**src/rtl/ysyx_22040088_pkg.sv**
```systemverilog
// ysyx_22040088_pkg: shared LSU constants, size encodings, FSM state codes and strobe-mask helper
package ysyx_22040088_pkg;

    localparam int XLEN = 64;

    localparam logic [1:0] SZ_B = 2'd0;
    localparam logic [1:0] SZ_H = 2'd1;
    localparam logic [1:0] SZ_W = 2'd2;
    localparam logic [1:0] SZ_D = 2'd3;

    typedef logic [1:0] lsu_state_t;
    localparam lsu_state_t S_IDLE = 2'd0;
    localparam lsu_state_t S_REQ  = 2'd1;
    localparam lsu_state_t S_WAIT = 2'd2;
    localparam lsu_state_t S_RESP = 2'd3;

    function automatic logic [7:0] strb_mask(input logic [1:0] size);
        return size == SZ_B ? 8'h01 : size == SZ_H ? 8'h03 : size == SZ_W ? 8'h0F : 8'hFF;
    endfunction

endpackage

```
**src/rtl/ysyx_22040088_lsu_align.sv**
```systemverilog
// ysyx_22040088_lsu_align: store lane shift, strobe generation and load extract/extend
// Ports: size/uns/wen/off describe the access; wdata is right-aligned store data,
// rdata the aligned memory doubleword; outputs are lane-placed wstrb/wdata_sh and
// the extended load result load_data.
module ysyx_22040088_lsu_align
    import ysyx_22040088_pkg::*;
(
    input  logic [1:0]      size,
    input  logic            uns,
    input  logic            wen,
    input  logic [2:0]      off,
    input  logic [XLEN-1:0] wdata,
    input  logic [XLEN-1:0] rdata,
    output logic [7:0]      wstrb,
    output logic [XLEN-1:0] wdata_sh,
    output logic [XLEN-1:0] load_data
);

    logic [5:0]      sh;
    logic [XLEN-1:0] raw;

    always_comb begin
        sh        = {off, 3'b000};
        wstrb     = wen ? strb_mask(size) << off : 8'h00;
        wdata_sh  = wdata << sh;
        raw       = rdata >> sh;
        load_data = size == SZ_B ? {{(XLEN-8){~uns & raw[7]}}, raw[7:0]} :
                    size == SZ_H ? {{(XLEN-16){~uns & raw[15]}}, raw[15:0]} :
                    size == SZ_W ? {{(XLEN-32){~uns & raw[31]}}, raw[31:0]} : raw;
    end

endmodule

```
**src/rtl/ysyx_22040088_lsu.sv**
```systemverilog
// ysyx_22040088_lsu: multi-cycle load/store unit between the EXU and a 64-bit data memory port
// Ports: req_* is the EXU request handshake, mem_req_*/mem_resp_* the memory port,
// resp_* the extended result toward write-back; rst is asynchronous active-low.
module ysyx_22040088_lsu #(
    parameter int XLEN          = 64,
    parameter bit MISALIGN_TRAP = 1'b1
) (
    input  logic            clk,
    input  logic            rst,
    input  logic            req_valid,
    output logic            req_ready,
    input  logic            req_wen,
    input  logic [1:0]      req_size,
    input  logic            req_unsigned,
    input  logic [XLEN-1:0] req_addr,
    input  logic [XLEN-1:0] req_wdata,
    output logic            mem_req_valid,
    input  logic            mem_req_ready,
    output logic [XLEN-1:0] mem_req_addr,
    output logic            mem_req_wen,
    output logic [7:0]      mem_req_wstrb,
    output logic [XLEN-1:0] mem_req_wdata,
    input  logic            mem_resp_valid,
    input  logic [XLEN-1:0] mem_resp_rdata,
    output logic            resp_valid,
    input  logic            resp_ready,
    output logic [XLEN-1:0] resp_data,
    output logic            resp_err
);

    import ysyx_22040088_pkg::*;

    lsu_state_t      state_q, state_d;
    logic            wen_q, wen_d, uns_q, uns_d, resp_err_q, resp_err_d;
    logic [1:0]      size_q, size_d;
    logic [XLEN-1:0] addr_q, addr_d, wdata_q, wdata_d, resp_data_q, resp_data_d;
    logic [XLEN-1:0] load_data;
    logic [2:0]      lo_mask;
    logic            trap;

    ysyx_22040088_lsu_align u_align (
        .size      (size_q),
        .uns       (uns_q),
        .wen       (wen_q),
        .off       (addr_q[2:0]),
        .wdata     (wdata_q),
        .rdata     (mem_resp_rdata),
        .wstrb     (mem_req_wstrb),
        .wdata_sh  (mem_req_wdata),
        .load_data (load_data)
    );

    always_comb begin
        lo_mask     = req_size == SZ_B ? 3'd0 : req_size == SZ_H ? 3'd1 : req_size == SZ_W ? 3'd3 : 3'd7;
        trap        = MISALIGN_TRAP && |(req_addr[2:0] & lo_mask);
        state_d     = state_q;
        wen_d       = wen_q;
        size_d      = size_q;
        uns_d       = uns_q;
        addr_d      = addr_q;
        wdata_d     = wdata_q;
        resp_data_d = resp_data_q;
        resp_err_d  = resp_err_q;
        case (state_q)
            S_IDLE: if (req_valid) begin
                wen_d       = req_wen;
                size_d      = req_size;
                uns_d       = req_unsigned;
                wdata_d     = req_wdata;
                // Without trapping, misaligned low bits are dropped to natural alignment
                addr_d      = MISALIGN_TRAP ? req_addr : req_addr & ~{{(XLEN-3){1'b0}}, lo_mask};
                resp_err_d  = trap;
                resp_data_d = '0;
                state_d     = trap ? S_RESP : S_REQ;
            end
            S_REQ:  state_d = mem_req_ready ? S_WAIT : S_REQ;
            S_WAIT: if (mem_resp_valid) begin
                resp_data_d = wen_q ? '0 : load_data;
                state_d     = S_RESP;
            end
            default: state_d = resp_ready ? S_IDLE : S_RESP;
        endcase
    end

    always_ff @(posedge clk or negedge rst) begin
        if (!rst) begin
            state_q     <= S_IDLE;
            wen_q       <= 1'b0;
            size_q      <= 2'd0;
            uns_q       <= 1'b0;
            addr_q      <= '0;
            wdata_q     <= '0;
            resp_data_q <= '0;
            resp_err_q  <= 1'b0;
        end else begin
            state_q     <= state_d;
            wen_q       <= wen_d;
            size_q      <= size_d;
            uns_q       <= uns_d;
            addr_q      <= addr_d;
            wdata_q     <= wdata_d;
            resp_data_q <= resp_data_d;
            resp_err_q  <= resp_err_d;
        end
    end

    assign req_ready     = state_q == S_IDLE;
    assign mem_req_valid = state_q == S_REQ;
    assign resp_valid    = state_q == S_RESP;
    assign mem_req_addr  = {addr_q[XLEN-1:3], 3'b000};
    assign mem_req_wen   = wen_q;
    assign resp_data     = resp_data_q;
    assign resp_err      = resp_err_q;

endmodule

```
**config.mk**
```make
export PLATFORM = sky130hd
export DESIGN_NAME = ysyx_22040088_lsu
export DESIGN_NICKNAME = d
export VERILOG_FILES = /design/src/rtl/ysyx_22040088_pkg.sv /design/src/rtl/ysyx_22040088_lsu_align.sv /design/src/rtl/ysyx_22040088_lsu.sv
export SDC_FILE = /design/constraint.sdc
export NUM_CORES = 1
export LEC_CHECK = 0
export CAP_MARGIN = 5
export CORE_ASPECT_RATIO = 0.7
export CORE_MARGIN = 4
export CORE_UTILIZATION = 47
export CTS_CLUSTER_DIAMETER = 200
export CTS_CLUSTER_SIZE = 14
export DETAILED_ROUTE_END_ITERATION = 8
export PLACE_DENSITY = 0.81
export SYNTH_ARGS = -nofsm -noshare
export SYNTH_HDL_FRONTEND = slang
export SYNTH_HIERARCHICAL = 1
export SYNTH_SLANG_ARGS = --single-unit
```
**constraint.sdc**
```tcl
create_clock -name clk -period 2.28 [get_ports clk]
set_input_delay 0.456 -clock clk [delete_from_list [all_inputs] [get_ports clk]]
set_output_delay 0.456 -clock clk [all_outputs]
set_load 0.02 [all_outputs]
```
# Yosys cells after proc, flatten, opt, wreduce, memory -nomap -nowiden
# Cells that the tools add are included.
# totals
input_bits	202
ramBits	0
mem_bits_ro	0
regBits	199
n_memories	0
elab_cells	53
out_inout_bits	205
latch_bits	0
# classes
shifts	3
bitwise_logic	5
magnitude_cmp	0
n_addsub	0
eq_ne	9
n_div	0
reduce_logical	8
n_mux	20
n_mul	0
# op_table
op	n
64-bit 2-to-1 mux	6
64-bit case mux with 2 select lines	1
64-bit by 6-bit << shifter with 64-bit output	1
64-bit by 6-bit right shift with 64-bit output	1
8-bit 2-to-1 mux	4
2-bit 2-to-1 mux	5
3-bit 2-to-1 mux	3
2-bit == test, second input constant	4
8-bit by 3-bit << shifter with 8-bit output	1
2-bit by 1-bit == test with 1-bit output, second input constant	3
2-bit zero test	3
2-bit case mux with 3 select lines	1
2-bit != test, second input constant	2
2-bit AND reduction	2
1-bit AND	3
3-bit AND	1
3-bit AND reduction	1
3-bit OR reduction	1
2-bit nonzero test	1
1-bit NOT	1

# Logic depth before layout (Yosys ltp)
# logic_depth
word_depth	9
depth_mapped	11
mapped_depth_nobuf	7

# By module
# The synthesis kept the hierarchy.
# modules_own_cells
mod	cells_per_inst	area_each_um2	n_inst
ysyx_22040088_lsu	652	8511.9	1
ysyx_22040088_lsu_align	650	4455.5	1

# Worst setup path after synthesis
# No wires, ideal clock.
# synth_path
path_kind	register -> output
startpoint	reg addr_q[1]
endpoint	out mem_req_wstrb[2]
slack_ps	-24
stages_incl_launch_ff	7
t_required_ps	1824
arrival_time_ps	1848
cell_sequence	dfrtp_1 > buf_4 > buf_4 > buf_4 > buf_4 > buf_2 > a221oi_1
# synth_between
elab_chain_cells	2
# synth_lines
item	line	text
from (decl)	ysyx_22040088_lsu.sv:36	logic [XLEN-1:0] addr_q, addr_d, wdata_q, wdata_d, resp_data_q, resp_data_d;
from (signal assigned)	ysyx_22040088_lsu.sv:100	addr_q <= addr_d;
8-bit by 3-bit << shifter with 8-bit output	ysyx_22040088_lsu_align.sv:24	wstrb = wen ? strb_mask(size) << off : 8'h00;
8-bit 2-to-1 mux	ysyx_22040088_lsu_align.sv:24	
to (decl)	ysyx_22040088_lsu.sv:21	output logic [7:0] mem_req_wstrb,
# No other way between the ends.

# Final worst setup path
# layout_path
startpoint	reg addr_q[1]
endpoint	out mem_req_wdata[63]
# layout_between
elab_chain_cells	1
# layout_lines
item	line	text
64-bit by 6-bit << shifter with 64-bit output	ysyx_22040088_lsu_align.sv:25	wdata_sh = wdata << sh;
to (decl)	ysyx_22040088_lsu.sv:22	output logic [XLEN-1:0] mem_req_wdata,
# No other way between the ends.

==> results.yml <==
floorplanning:
  die_w_microns: 207
  io_pins: 407
  start_util: 0.481
  rows: 50
  die_area_sq_um: 30400
  core_area_sq_um: 27000
  dieHeight_microns: 147
pwr:
  p_leak_nw: 8.31
  switching_share: 0.455
  p_sw_mw: 15.3
  peakVddDrop_mv: 0.862
  power_frac_comb: 0.701
  pwr-share-seq: 0.204
  p_per_area_nw_per_um2: 1730
  p_int_mw: 18.4
  p_clk_frac: 0.095
  p_total_mw: 33.7
cells_and_area:
  fin_nets: 1927
  layout_common_cells: "clkdlybuf4s50_1 (329), dfrtp_1 (194), buf_4 (161)"
  drive_gt1_frac: 0.337
  n_fill_cell: 1890
  mostFrequentLayoutCell: "clkdlybuf4s50_1"
  area_growth_pct: 50.4
setup_path:
  cp-start-kind: "flop"
  crit_top_cell: "mux2i_4"
  crit_arrival_ns: 2.09
  worstPathBufferInverterCount: 4
  crit_family: "buffers and inverters"
  slowest_stage: "dfrtp_4"
  path_class: "flop to output port"
  end_kind: "output port"
  required_ns: 1.82
  slowest_delay_ns: 0.50
  path_cells: "buf_12 > buf_8 > buf_6 > mux2i_4 > mux2i_4 > nand2_1 > o21ai_1 > buf_4"
  startpoint: "addr_q[1]$_DFFE_PN0P_"
  r2r_start: "addr_q[2]$_DFFE_PN0P_"
  crit_fanout: 6
yosys:
  synth_top_area_share: 0.384
  ys_seq_area_frac: 0.384
  ys.flop_type: "dfrtp_1"
  synth.avg_cell_area_sq_um: 9.96
  synthDistinctLibCells: 56
  synthTopCellsByArea: "dfrtp_1 (38%), mux2_2 (8.9%), mux2i_1 (8.5%)"
  ys_warn_count: 6
  synth_edf_count: 0
  post-synth-top-area-cell: "dfrtp_1"
  async_flop_share: 1.00
  synthCells: 1302
  synth_area_sq_um: 13000
  ys_ff_latch: 199
timing:
  hold-worst-slack_ns: 0.502
  period_minus_slack_ns: 2.55
  finalCritPeriodShare: 1.12
  layout_setup_ws_ns: -0.265
  tightest_slew_ns: 0.653
  setup_viol: 119
  clock_skew_ns: 0.0184
  slew_headroom: 0.565
  fmax_mhz: 393
  drv_slew: 0
  hold_viol: 0
  grt_setup_unrepaired: "yes"
hold_path:
  worst_hold_startpoint: "addr_q[36]$_DFFE_PN0P_"
  worstHoldPathType: "flop to flop"
global_route:
  grt.busiest_layer: "met2"
  antenna_found_initial: 3
  use_met1: 0.434
  grt_use_total: 0.316
  grt_max_degree: 65
  use_met3: 0.120
  grt_overflow: 0
  first_global_vias: 11900
  grt_pass1_wl_microns: 73200
  use_met2: 0.470
clocking:
  cts_tree: "built"
  ctsHtreeMaxLevel: 4
  max-clock-path-buffers: 2
  cts_sinks: 199
  clk_latency_ns: 0.46
  cts_root_buf: "clkbuf_16"
  cts.reportedPaths.clkPinSlew_ns: 0.08
  numCtsBuffers: 17
drt:
  wl_per_cell_microns: 24.3
  viasPerCell: 5.89
  drt-pass1-iter-count: 6
  route.detailed.drc: 0
  dr.first_iter.drc_count: 1203
  ant_nets: 0
  drt_wl_total_microns: 51200
  vias: 12400
place:
  pre_cts_slack_ns: -0.150
  gp_congestion: 0.968
  port_buffers: 403
  hpwl_microns: 35700
outcome:
  status: "finished, violations left"
  violations: "setup timing"
run:
  max_cap_violations: 0
## power by group through the flow
stage | Clock [mW] | Sequential [mW] | Combinational, mW
2_1_floorplan | 0 | 6.60 | 12.2
3_3_place_gp | 0 | 6.65 | 19.6
6_report | 3.19 | 6.87 | 23.6
3_5_place_dp | 0 | 6.70 | 19.8
5_1_grt | 3.39 | 7.03 | 24.7
4_1_cts | 3.23 | 6.74 | 21.5
## what timing repair did
item / CTS / global route
gates resized for setup: 435 / 152
hold buffers: 1 / 0
setup endpoints to repair: 125 / 133
pin swaps: 20 / 39
setup buffers: 27 / 22
endpoints found under the hold margin: 38 / 0
gates cloned: 8 / 5
## flip-flops by register name, indices dropped and copies added, names as in the netlist
name / flops
addr_q: 64
state_q: 2
resp_err: 1
wdata_q: 64
uns_q: 1
resp_data: 64
mem_req_wen: 1
size_q: 2
## stage by stage
step | instances | utilization | setup TNS [ns] | cell area, sq um
final | 2104 | 0.723 | -14.33 | 19500
after global routing | 2104 | 0.723 | -22.63 | 19500
after CTS | 2078 | 0.698 | -11.07 | 18800
after detailed placement | 2011 | 0.648 | -4.76 | 17500
after global placement | 2011 | 0.648 | -2.44 | 17500
after floorplan | 1304 | - | 0 | 13000
## worst paths after layout
kind,depth (start not counted),slack (ns),to
max,8,-0.27,mem_req_wdata[63]
min,1,0.50,addr_q[36]$_DFFE_PN0P_
max reg2reg,11,-0.23,resp_data[53]$_DFFE_PN0P_
min reg2reg,1,0.50,addr_q[36]$_DFFE_PN0P_
max in group asynchronous,3,1.08,resp_data[59]$_DFFE_PN0P_
min in group asynchronous,2,0.53,addr_q[7]$_DFFE_PN0P_
## per-layer routing
metal / vias to the layer above / part of all wire
met4: 0 / 0.026
li1: 5403 / -
met5: - / 0
met3: 103 / 0.11
met1: 6145 / 0.41
met2: 740 / 0.45
## Yosys cell counts, types with 7 or more instances
cell / n
buf_2: 34
nor2b_1: 19
clkbuf_1: 31
mux4_2: 18
dfrtp_1: 199
mux2_2: 103
a211oi_1: 30
and2_1: 12
mux2_1: 9
nor2_1: 80
a21o_1: 7
a21oi_1: 59
o22ai_1: 27
buf_4: 93
o21ai_1: 55
mux2_4: 50
buf_6: 11
mux2i_1: 110
o21ai_0: 153
nand2_1: 135
## area by class of cell
class	instances	area [sq um]	share of cell area
Multi-Input combinational cell	919	7400	0.379
Timing Repair Buffer	583	6030	0.309
Sequential cell	199	4990	0.256
Tap cell	364	455	0.0233
Clock buffer	19	443	0.0227
Clock inverter	13	154	0.00789
Inverter	5	21.3	0.00109
Antenna cell	2	5.00	0.000257
## kinds of logic (layout without fill, tap and decap cells)
logic type / count (synthesis) / after routing / synth area share
AOI/OAI and AO/OA: 349 / 349 / 0.150
muxes: 290 / 290 / 0.271
and+or+nand+nor: 277 / 277 / 0.0952
DFF: 199 / 199 / 0.384
buffers and inverters: 186 / 620 / 0.0989
other: 1 / 5 / 0.000289
Power figures use the tool's default switching activity.
